<file path="src/rtl/dh_encrypt_modexp_pkg.sv">
// Shared types and timing helpers for the modular-exponentiation encryption stage.
// Holds the FSM state enum, modmul cycle count and the start-to-done latency formula.
package dh_pkg;

  typedef enum logic [2:0] {
    S_IDLE,
    S_CHECK,
    S_REDUCE,
    S_SQR,
    S_MUL,
    S_FIN
  } dh_enc_state_t;

  // One load cycle precedes the W shift-add iterations of every modmul.
  localparam int DH_MM_LOAD_CYCLES = 1;

  function automatic int dh_mm_cycles(input int w);
    return w + DH_MM_LOAD_CYCLES;
  endfunction

  function automatic int dh_latency(input int w, input int ew, input int pop);
    return 3 + (1 + ew + pop) * dh_mm_cycles(w);
  endfunction

endpackage

</file>
<file path="src/rtl/dh_encrypt_modexp_if.sv">
// Request/result bundle of the encryption stage; master drives operands, slave answers.
// key_o exists only when DH_ENC_KEY_OUT_EN is defined.
interface dh_encrypt_modexp_if #(
  parameter int W  = 32,
  parameter int EW = 32
);
  logic          start;
  logic [W-1:0]  base;
  logic [EW-1:0] exp;
  logic [W-1:0]  mod;
  logic [W-1:0]  msg;
  logic          busy;
  logic          done;
  logic          err;
  logic [W-1:0]  cipher;
`ifdef DH_ENC_KEY_OUT_EN
  logic [W-1:0]  key_o;

  modport master (output start, base, exp, mod, msg,
                  input  busy, done, err, cipher, key_o);
  modport slave  (input  start, base, exp, mod, msg,
                  output busy, done, err, cipher, key_o);
`else
  modport master (output start, base, exp, mod, msg,
                  input  busy, done, err, cipher);
  modport slave  (input  start, base, exp, mod, msg,
                  output busy, done, err, cipher);
`endif
endinterface

</file>
<file path="src/rtl/dh_encrypt_modexp_modmul.sv">
// Bit-serial interleaved shift-add modular multiplier: r = a*b mod m, b < m required.
// Takes one load cycle plus W iterations; rdy is high during the last iteration.
module dh_modmul #(
  parameter int W = 32
) (
  input  logic         clk,
  input  logic         rst,
  input  logic         go,
  input  logic [W-1:0] a,
  input  logic [W-1:0] b,
  input  logic [W-1:0] m,
  output logic         rdy,
  output logic [W-1:0] r
);
  localparam int CW = $clog2(W + 1);

  logic [W-1:0]  a_q, a_d, b_q, b_d, m_q, m_d;
  logic [W+1:0]  acc_q, acc_d;
  logic [CW-1:0] cnt_q, cnt_d;
  logic          act_q, act_d;
  logic [W+1:0]  m_ext, sum, sub1, sub2;

  always_comb begin
    m_ext = {2'b00, m_q};
    // acc < m keeps 2*acc + b below 3*m, so two subtractions always suffice
    sum   = (acc_q << 1) + (a_q[W-1] ? {2'b00, b_q} : '0);
    sub1  = (sum  >= m_ext) ? sum  - m_ext : sum;
    sub2  = (sub1 >= m_ext) ? sub1 - m_ext : sub1;

    a_d   = a_q;
    b_d   = b_q;
    m_d   = m_q;
    acc_d = acc_q;
    cnt_d = cnt_q;
    act_d = act_q;
    if (go) begin
      a_d   = a;
      b_d   = b;
      m_d   = m;
      acc_d = '0;
      cnt_d = CW'(W);
      act_d = 1'b1;
    end else if (act_q) begin
      acc_d = sub2;
      a_d   = a_q << 1;
      cnt_d = cnt_q - CW'(1);
      if (cnt_q == CW'(1)) act_d = 1'b0;
    end
  end

  always_ff @(posedge clk or negedge rst) begin
    if (!rst) begin
      a_q   <= '0;
      b_q   <= '0;
      m_q   <= '0;
      acc_q <= '0;
      cnt_q <= '0;
      act_q <= 1'b0;
    end else begin
      a_q   <= a_d;
      b_q   <= b_d;
      m_q   <= m_d;
      acc_q <= acc_d;
      cnt_q <= cnt_d;
      act_q <= act_d;
    end
  end

  assign rdy = act_q && (cnt_q == CW'(1));
  assign r   = acc_q[W-1:0];

endmodule

</file>
<file path="src/rtl/dh_encrypt_modexp.sv">
// Encryption stage: k = base^exp mod mod by left-to-right square-and-multiply, cipher = k ^ msg.
// Define DH_ENC_KEY_OUT_EN to expose the registered key on key_o.
module dh_encrypt_modexp
  import dh_pkg::*;
#(
  parameter int W  = 32,
  parameter int EW = 32
) (
  input  logic clk,
  input  logic rst,
  dh_encrypt_modexp_if.slave bus
);
  localparam int IW = (EW > 1) ? $clog2(EW) : 1;

  dh_enc_state_t state_q, state_d;
  logic [W-1:0]  base_q, base_d, mod_q, mod_d, msg_q, msg_d;
  logic [W-1:0]  g_q, g_d, cipher_q, cipher_d;
  logic [EW-1:0] exp_q, exp_d;
  logic [IW-1:0] idx_q, idx_d;
  logic          busy_q, busy_d, done_q, done_d, err_q, err_d;
  logic          go_q, go_d, r_one_q, r_one_d;
`ifdef DH_ENC_KEY_OUT_EN
  logic [W-1:0]  key_q, key_d;
`endif

  logic          mm_rdy;
  logic [W-1:0]  mm_a, mm_b, mm_r, r_cur;

  // Running result is the constant 1 until the first square has been issued.
  assign r_cur = r_one_q ? W'(1) : mm_r;

  always_comb begin
    mm_a = r_cur;
    mm_b = r_cur;
    case (state_q)
      S_REDUCE: begin
        mm_a = base_q;
        mm_b = W'(1);
      end
      S_MUL:   mm_b = g_q;
      default: ;
    endcase
  end

  dh_modmul #(.W(W)) u_modmul (
    .clk (clk),
    .rst (rst),
    .go  (go_q),
    .a   (mm_a),
    .b   (mm_b),
    .m   (mod_q),
    .rdy (mm_rdy),
    .r   (mm_r)
  );

  always_comb begin
    state_d  = state_q;
    base_d   = base_q;
    exp_d    = exp_q;
    mod_d    = mod_q;
    msg_d    = msg_q;
    g_d      = g_q;
    idx_d    = idx_q;
    cipher_d = cipher_q;
    busy_d   = busy_q;
    err_d    = err_q;
    r_one_d  = r_one_q;
    done_d   = 1'b0;
    go_d     = 1'b0;
`ifdef DH_ENC_KEY_OUT_EN
    key_d    = key_q;
`endif
    case (state_q)
      S_IDLE: begin
        busy_d = 1'b0;
        if (bus.start) begin
          base_d  = bus.base;
          exp_d   = bus.exp;
          mod_d   = bus.mod;
          msg_d   = bus.msg;
          err_d   = 1'b0;
          busy_d  = 1'b1;
          state_d = S_CHECK;
        end
      end
      S_CHECK: begin
        if (mod_q < W'(2)) begin
          err_d   = 1'b1;
          state_d = S_FIN;
        end else begin
          r_one_d = 1'b1;
          idx_d   = IW'(EW - 1);
          go_d    = 1'b1;
          state_d = S_REDUCE;
        end
      end
      S_REDUCE: begin
        if (mm_rdy) begin
          go_d    = 1'b1;
          state_d = S_SQR;
        end
      end
      S_SQR: begin
        // The reduced base is still in the multiplier while the first square loads.
        if (go_q && r_one_q) begin
          g_d     = mm_r;
          r_one_d = 1'b0;
        end
        if (mm_rdy) begin
          if (exp_q[idx_q]) begin
            go_d    = 1'b1;
            state_d = S_MUL;
          end else if (idx_q == '0) begin
            state_d = S_FIN;
          end else begin
            idx_d   = idx_q - IW'(1);
            go_d    = 1'b1;
          end
        end
      end
      S_MUL: begin
        if (mm_rdy) begin
          if (idx_q == '0) begin
            state_d = S_FIN;
          end else begin
            idx_d   = idx_q - IW'(1);
            go_d    = 1'b1;
            state_d = S_SQR;
          end
        end
      end
      S_FIN: begin
        cipher_d = err_q ? '0 : (r_cur ^ msg_q);
`ifdef DH_ENC_KEY_OUT_EN
        key_d    = err_q ? '0 : r_cur;
`endif
        done_d   = 1'b1;
        state_d  = S_IDLE;
      end
      default: state_d = S_IDLE;
    endcase
  end

  always_ff @(posedge clk or negedge rst) begin
    if (!rst) begin
      state_q  <= S_IDLE;
      base_q   <= '0;
      exp_q    <= '0;
      mod_q    <= '0;
      msg_q    <= '0;
      g_q      <= '0;
      idx_q    <= '0;
      cipher_q <= '0;
      busy_q   <= 1'b0;
      done_q   <= 1'b0;
      err_q    <= 1'b0;
      go_q     <= 1'b0;
      r_one_q  <= 1'b0;
`ifdef DH_ENC_KEY_OUT_EN
      key_q    <= '0;
`endif
    end else begin
      state_q  <= state_d;
      base_q   <= base_d;
      exp_q    <= exp_d;
      mod_q    <= mod_d;
      msg_q    <= msg_d;
      g_q      <= g_d;
      idx_q    <= idx_d;
      cipher_q <= cipher_d;
      busy_q   <= busy_d;
      done_q   <= done_d;
      err_q    <= err_d;
      go_q     <= go_d;
      r_one_q  <= r_one_d;
`ifdef DH_ENC_KEY_OUT_EN
      key_q    <= key_d;
`endif
    end
  end

  assign bus.busy   = busy_q;
  assign bus.done   = done_q;
  assign bus.err    = err_q;
  assign bus.cipher = cipher_q;
`ifdef DH_ENC_KEY_OUT_EN
  assign bus.key_o  = key_q;
`endif

endmodule

</file>
<file path="src/flat_wrapper.sv">
// flat-port wrapper written by rule: the top's interface ports become plain ports
module dh_encrypt_modexp_flat import dh_pkg::*;
#(
  parameter int W  = 32,
  parameter int EW = 32
)
  (clk, rst, bus_start, bus_base, bus_exp, bus_mod, bus_msg, bus_busy, bus_done, bus_err, bus_cipher);
  dh_encrypt_modexp_if #(.W(W), .EW(EW)) bus_i ();
  input  logic clk;
  input  logic rst;
  input wire logic [$bits(bus_i.start)-1:0] bus_start;
  input wire logic [$bits(bus_i.base)-1:0] bus_base;
  input wire logic [$bits(bus_i.exp)-1:0] bus_exp;
  input wire logic [$bits(bus_i.mod)-1:0] bus_mod;
  input wire logic [$bits(bus_i.msg)-1:0] bus_msg;
  output wire logic [$bits(bus_i.busy)-1:0] bus_busy;
  output wire logic [$bits(bus_i.done)-1:0] bus_done;
  output wire logic [$bits(bus_i.err)-1:0] bus_err;
  output wire logic [$bits(bus_i.cipher)-1:0] bus_cipher;
  assign bus_i.start = bus_start;
  assign bus_i.base = bus_base;
  assign bus_i.exp = bus_exp;
  assign bus_i.mod = bus_mod;
  assign bus_i.msg = bus_msg;
  assign bus_busy = bus_i.busy;
  assign bus_done = bus_i.done;
  assign bus_err = bus_i.err;
  assign bus_cipher = bus_i.cipher;
  dh_encrypt_modexp #(.W(W), .EW(EW)) u_core (.clk(clk), .rst(rst), .bus(bus_i));
endmodule
</file>
<file path="config.mk">
export PLATFORM = sky130hd
export DESIGN_NAME = dh_encrypt_modexp_flat
export DESIGN_NICKNAME = d
export VERILOG_FILES = /design/src/rtl/dh_encrypt_modexp_pkg.sv /design/src/rtl/dh_encrypt_modexp_if.sv /design/src/rtl/dh_encrypt_modexp_modmul.sv /design/src/rtl/dh_encrypt_modexp.sv /design/src/flat_wrapper.sv
export SDC_FILE = /design/constraint.sdc
export NUM_CORES = 1
export LEC_CHECK = 0
export ABC_AREA = 1
export ABC_CLOCK_PERIOD_IN_PS = 7300
export CAP_MARGIN = 0
export CORE_MARGIN = 1.5
export CORE_UTILIZATION = 45
export CTS_CLUSTER_DIAMETER = 200
export DETAILED_ROUTE_END_ITERATION = 16
export SYNTH_ARGS = -nofsm -noshare
export SYNTH_HDL_FRONTEND = slang
export SYNTH_SLANG_ARGS = --single-unit
</file>
<file path="constraint.sdc">
create_clock -name clk -period 7.3 [get_ports clk]
set_input_delay 1.46 -clock clk [delete_from_list [all_inputs] [get_ports clk]]
set_output_delay 1.46 -clock clk [all_outputs]
set_load 0.02 [all_outputs]
</file>
==> metrics.md <==
| Metric | Value |
|---|---|
| Final Setup Violations | 0 |
| Metal2 WL | 30.7 mm |
| Ys flop type | dfrtp_1 |
| CTS Buf Count | 40 |
| Met3 wire len | just under 4 mm |
| WS Path Type | register to register |
| Vias in the first global route | approximately 19000 |
| Initial antenna violation count | 3 |
| Cell Area, Synth | between 0.02 and 0.025 mm2 |
| WP buf/inv | 7 |
| Count of flip-flops with a built-in enable after synthesis | 0 |
| Max incr delay on CP | around 0.48 ns |
| DRC errors left | 0 |
| Core Footprint | roughly 0.046 mm2 |
| Slew Viols, Final | 0 |
| Crit-path leading delay family | simple AND/OR/NAND/NOR gates |
| Peak VDD IR | approximately 200 uV |
| Top Layer Used | met5 |
| Post-Syn Area per Cell | around 7 um2 |
| Seq/Total Area, Yosys | between 40% and 50% |
| Die Y | 220 um |
| Largest net degree at the start of global routing | around 140 |
| Syn Inst Count | between 2000 and 3000 |
| Crit path arrival time | approximately 7.3 ns |
| Worst Setup End Kind | register |
| Final Non-Filler Cells | 3736 |
| CTS Sinks | between 300 and 400 |
| Fmax | 147 MHz |
| Share of layout cells above drive strength 1 | 5.47% |
| Pwr dens | 160 mW/mm2 |
| Leakage | 13.7 nW |
| Synthesized Nets | 3162 |
| Hold Path Class | register to register |
| CP Launch Type | register |
| Cell Rows | between 70 and 80 |
| Slew @ Worst Pin | about 1.1 ns |
| Clock Tree Buf Depth | 3 |
| First-pass GRT wire length | 104 mm |
| Dpl ws | between 0.15 and 0.2 ns |
| Vias per cell | ~5.3 |
| 1st-iter DRT viols | 1475 |
| Tcrit/Tclk final | a little over 90% |
| FFs w/ async S/R, synth | 100% |
| WL met1 | between 30 and 40 mm |
| Placed insts | approximately 3700 |
| Root Buffer Master | clkbuf_16 |
| Setup slack after layout | ~0.49 ns |
| Largest fanout on the critical path | 13 |
| Die Wd | around 220 um |
| Vias | just under 20000 |
| Worst clock skew | 0.0166 ns |
| Seq cells post-synth | roughly 340 |
| Io pins | 166 |
| IO buf count | ~170 |
| Antenna-violating nets left | 0 |
| YS warnings | 0 |
| Placer Congestion | slightly below 1 |
| CTS tree | yes |
| Nets | between 3000 and 4000 |
| Worst-Skew Late Latency | 0.57 ns |
| Status | finished clean |
| Max stage delay cell, worst path | dfrtp_2 |
| Required time worst endpoint | roughly 7.7 ns |
| Hpwl dp | 52.2 mm |
| Maxcap violations | 0 |
| Yosys cell types | 46 |
| Cts hold-fix bufs | 0 |
| Routed WL | slightly below 70 mm |
| GR Util All Layers | 28.2% |
| Relative slew slack | around a quarter |
| Initial Util | between 40% and 50% |
| Final Critical Period | 6.81 ns |
| Area growth syn-to-layout | 18.9% |
| Final hold vios | 0 |
| H-tree Lvls | 2 |
| DRT Pass-1 Iters | 5 |
| Cell repeated most along the worst path | nand2_1 |
| Global route overflow | 0 |
| Final TNS setup | 0 ns |
| DIE AREA | around 0.048 mm2 |
| Clk pin slew, worst setup/hold paths | about 0.06 ns |
| Avg WL per Cell | roughly 18 um |
[state kept, by name, summed over array words and instances, names as in the netlist, 3 cells and up]
signal,count
u_core.state_q,3
u_core.idx_q,5
u_core.exp_q,32
u_core.msg_q,32
u_core.u_modmul.acc_q,33
u_core.base_q,32
u_core.bus.cipher,32
u_core.g_q,32
u_core.u_modmul.a_q,32
u_core.u_modmul.cnt_q,6
u_core.u_modmul.m_q,32
u_core.mod_q,32
u_core.u_modmul.b_q,32
[what timing repair did]
| item | 4_1_cts | 5_1_grt |
|---|---|---|
| buffers inserted | 0 | 0 |
| resized for setup | 0 | 11 |
| endpoints found under the setup margin | 0 | 33 |
[metrics by stage]
step	area, um2	hold slack, ns	power [mW]	utilization [%]
detailed placement	23700	0.460	2.04	51.1
finish	25100	0.473	4.01	54.0
global placement	23700	0.456	2.04	51.1
CTS	25000	0.477	4.05	53.9
global route	25100	0.503	4.13	54.0
floorplan	21100	0.442	1.93	-
[final timing paths]
kind                                          from                         to  slack (ns)  depth (start not counted)
min in group asynchronous                      rst           u_core.mod_q[21]        0.90                          1
max                        u_core.u_modmul.a_q[31]  u_core.u_modmul.acc_q[28]        0.49                         43
min                                u_core.exp_q[2]            u_core.exp_q[2]        0.47                          2
max in group asynchronous                      rst    u_core.u_modmul.a_q[31]        5.04                          2
max reg2reg                u_core.u_modmul.a_q[31]  u_core.u_modmul.acc_q[28]        0.49                         43
min reg2reg                        u_core.exp_q[2]            u_core.exp_q[2]        0.47                          2
[cells in the final DEF (no fill, tap or decap), drive strengths merged, types with 12 or more instances in the layout]
| cell | instances |
|---|---|
| a21oi | 152 |
| inv | 404 |
| o221ai | 31 |
| clkbuf | 60 |
| o21ai | 241 |
| xnor2 | 67 |
| nor4 | 13 |
| dfrtp | 341 |
| nand3 | 104 |
| xor2 | 41 |
| o211ai | 12 |
| o22ai | 41 |
| nor2 | 210 |
| clkdlybuf4s50 | 164 |
| ha | 98 |
| nand2 | 941 |
| a31oi | 39 |
| nor3 | 21 |
| buf | 74 |
| o21bai | 16 |
[worst register-to-register path, delay by kind of cell, from the launching register on]
kind	cells	cell delay [ns]
buffers and inverters	7	0.61
AOI/OAI and AO/OA	6	0.91
DFF	1	0.48
adders and majority gates	5	1.64
and+or+nand+nor	25	3.07
[cells by family after synthesis]
group | Yosys count | synth area share, %
flops | 341 | 40.4
xor+xnor | 108 | 4.48
fa+ha+maj | 101 | 6.09
buf+inv | 516 | 9.43
simple gates | 1309 | 24.8
compound gates | 555 | 14.8
[layout make-up]
cell class / count / area, um2
clock buffer: 59 / 1130
fill: 4579 / 21400
tap: 607 / 759
clock inverter: 10 / 170
multi-input combinational: 2073 / 10700
sequential: 341 / 8540
timing repair buffer: 239 / 2310
inverter: 406 / 1530
antenna: 1 / 2.50
[per-layer routing]
layer | vias up | track usage, %
met4 | 2 | 7.35
met2 | 470 | 45.0
met3 | 78 | 5.01
li1 | 9729 | -
met5 | - | 0
met1 | 9349 | 39.4
[power by group]
group	internal (mW)	switching, mW
registers	1.89	0
logic	0.0623	0.0493
clock network	1.19	0.818
[cell usage after synthesis (2+ instances only)]
library cell,n,area [um2]
xnor2_1,67,587
nand2_1,930,3490
o21ai_0,217,1090
a21oi_1,152,761
nor2_1,209,785
nand4_1,5,31.3
nor3_1,20,100
or2_1,2,12.5
inv_1,397,1490
inv_2,6,22.5
buf_4,4,30.0
buf_1,7,26.3
nand3b_1,6,45.0
a21boi_0,2,15.0
o22ai_1,41,257
nand3_1,104,521
a21boi_1,2,15.0
o21ai_1,22,110
clkbuf_1,87,327
o21ai_2,2,17.5
nand2_2,10,62.6
dfrtp_1,341,8530
a31oi_1,39,244
fa_1,3,60.1
and3_1,4,25.0
o211ai_1,12,90.1
o2111ai_1,2,17.5
o21bai_1,16,120
a21o_1,10,75.1
ha_1,98,1230
xor2_1,41,359
buf_6,4,45.0
clkinv_1,3,11.3
nor4_1,13,81.3
o21a_1,3,22.5
buf_2,8,40.0
or2_2,2,12.5
o221ai_1,31,272
Note: power is estimated with default switching activity, not from simulation.
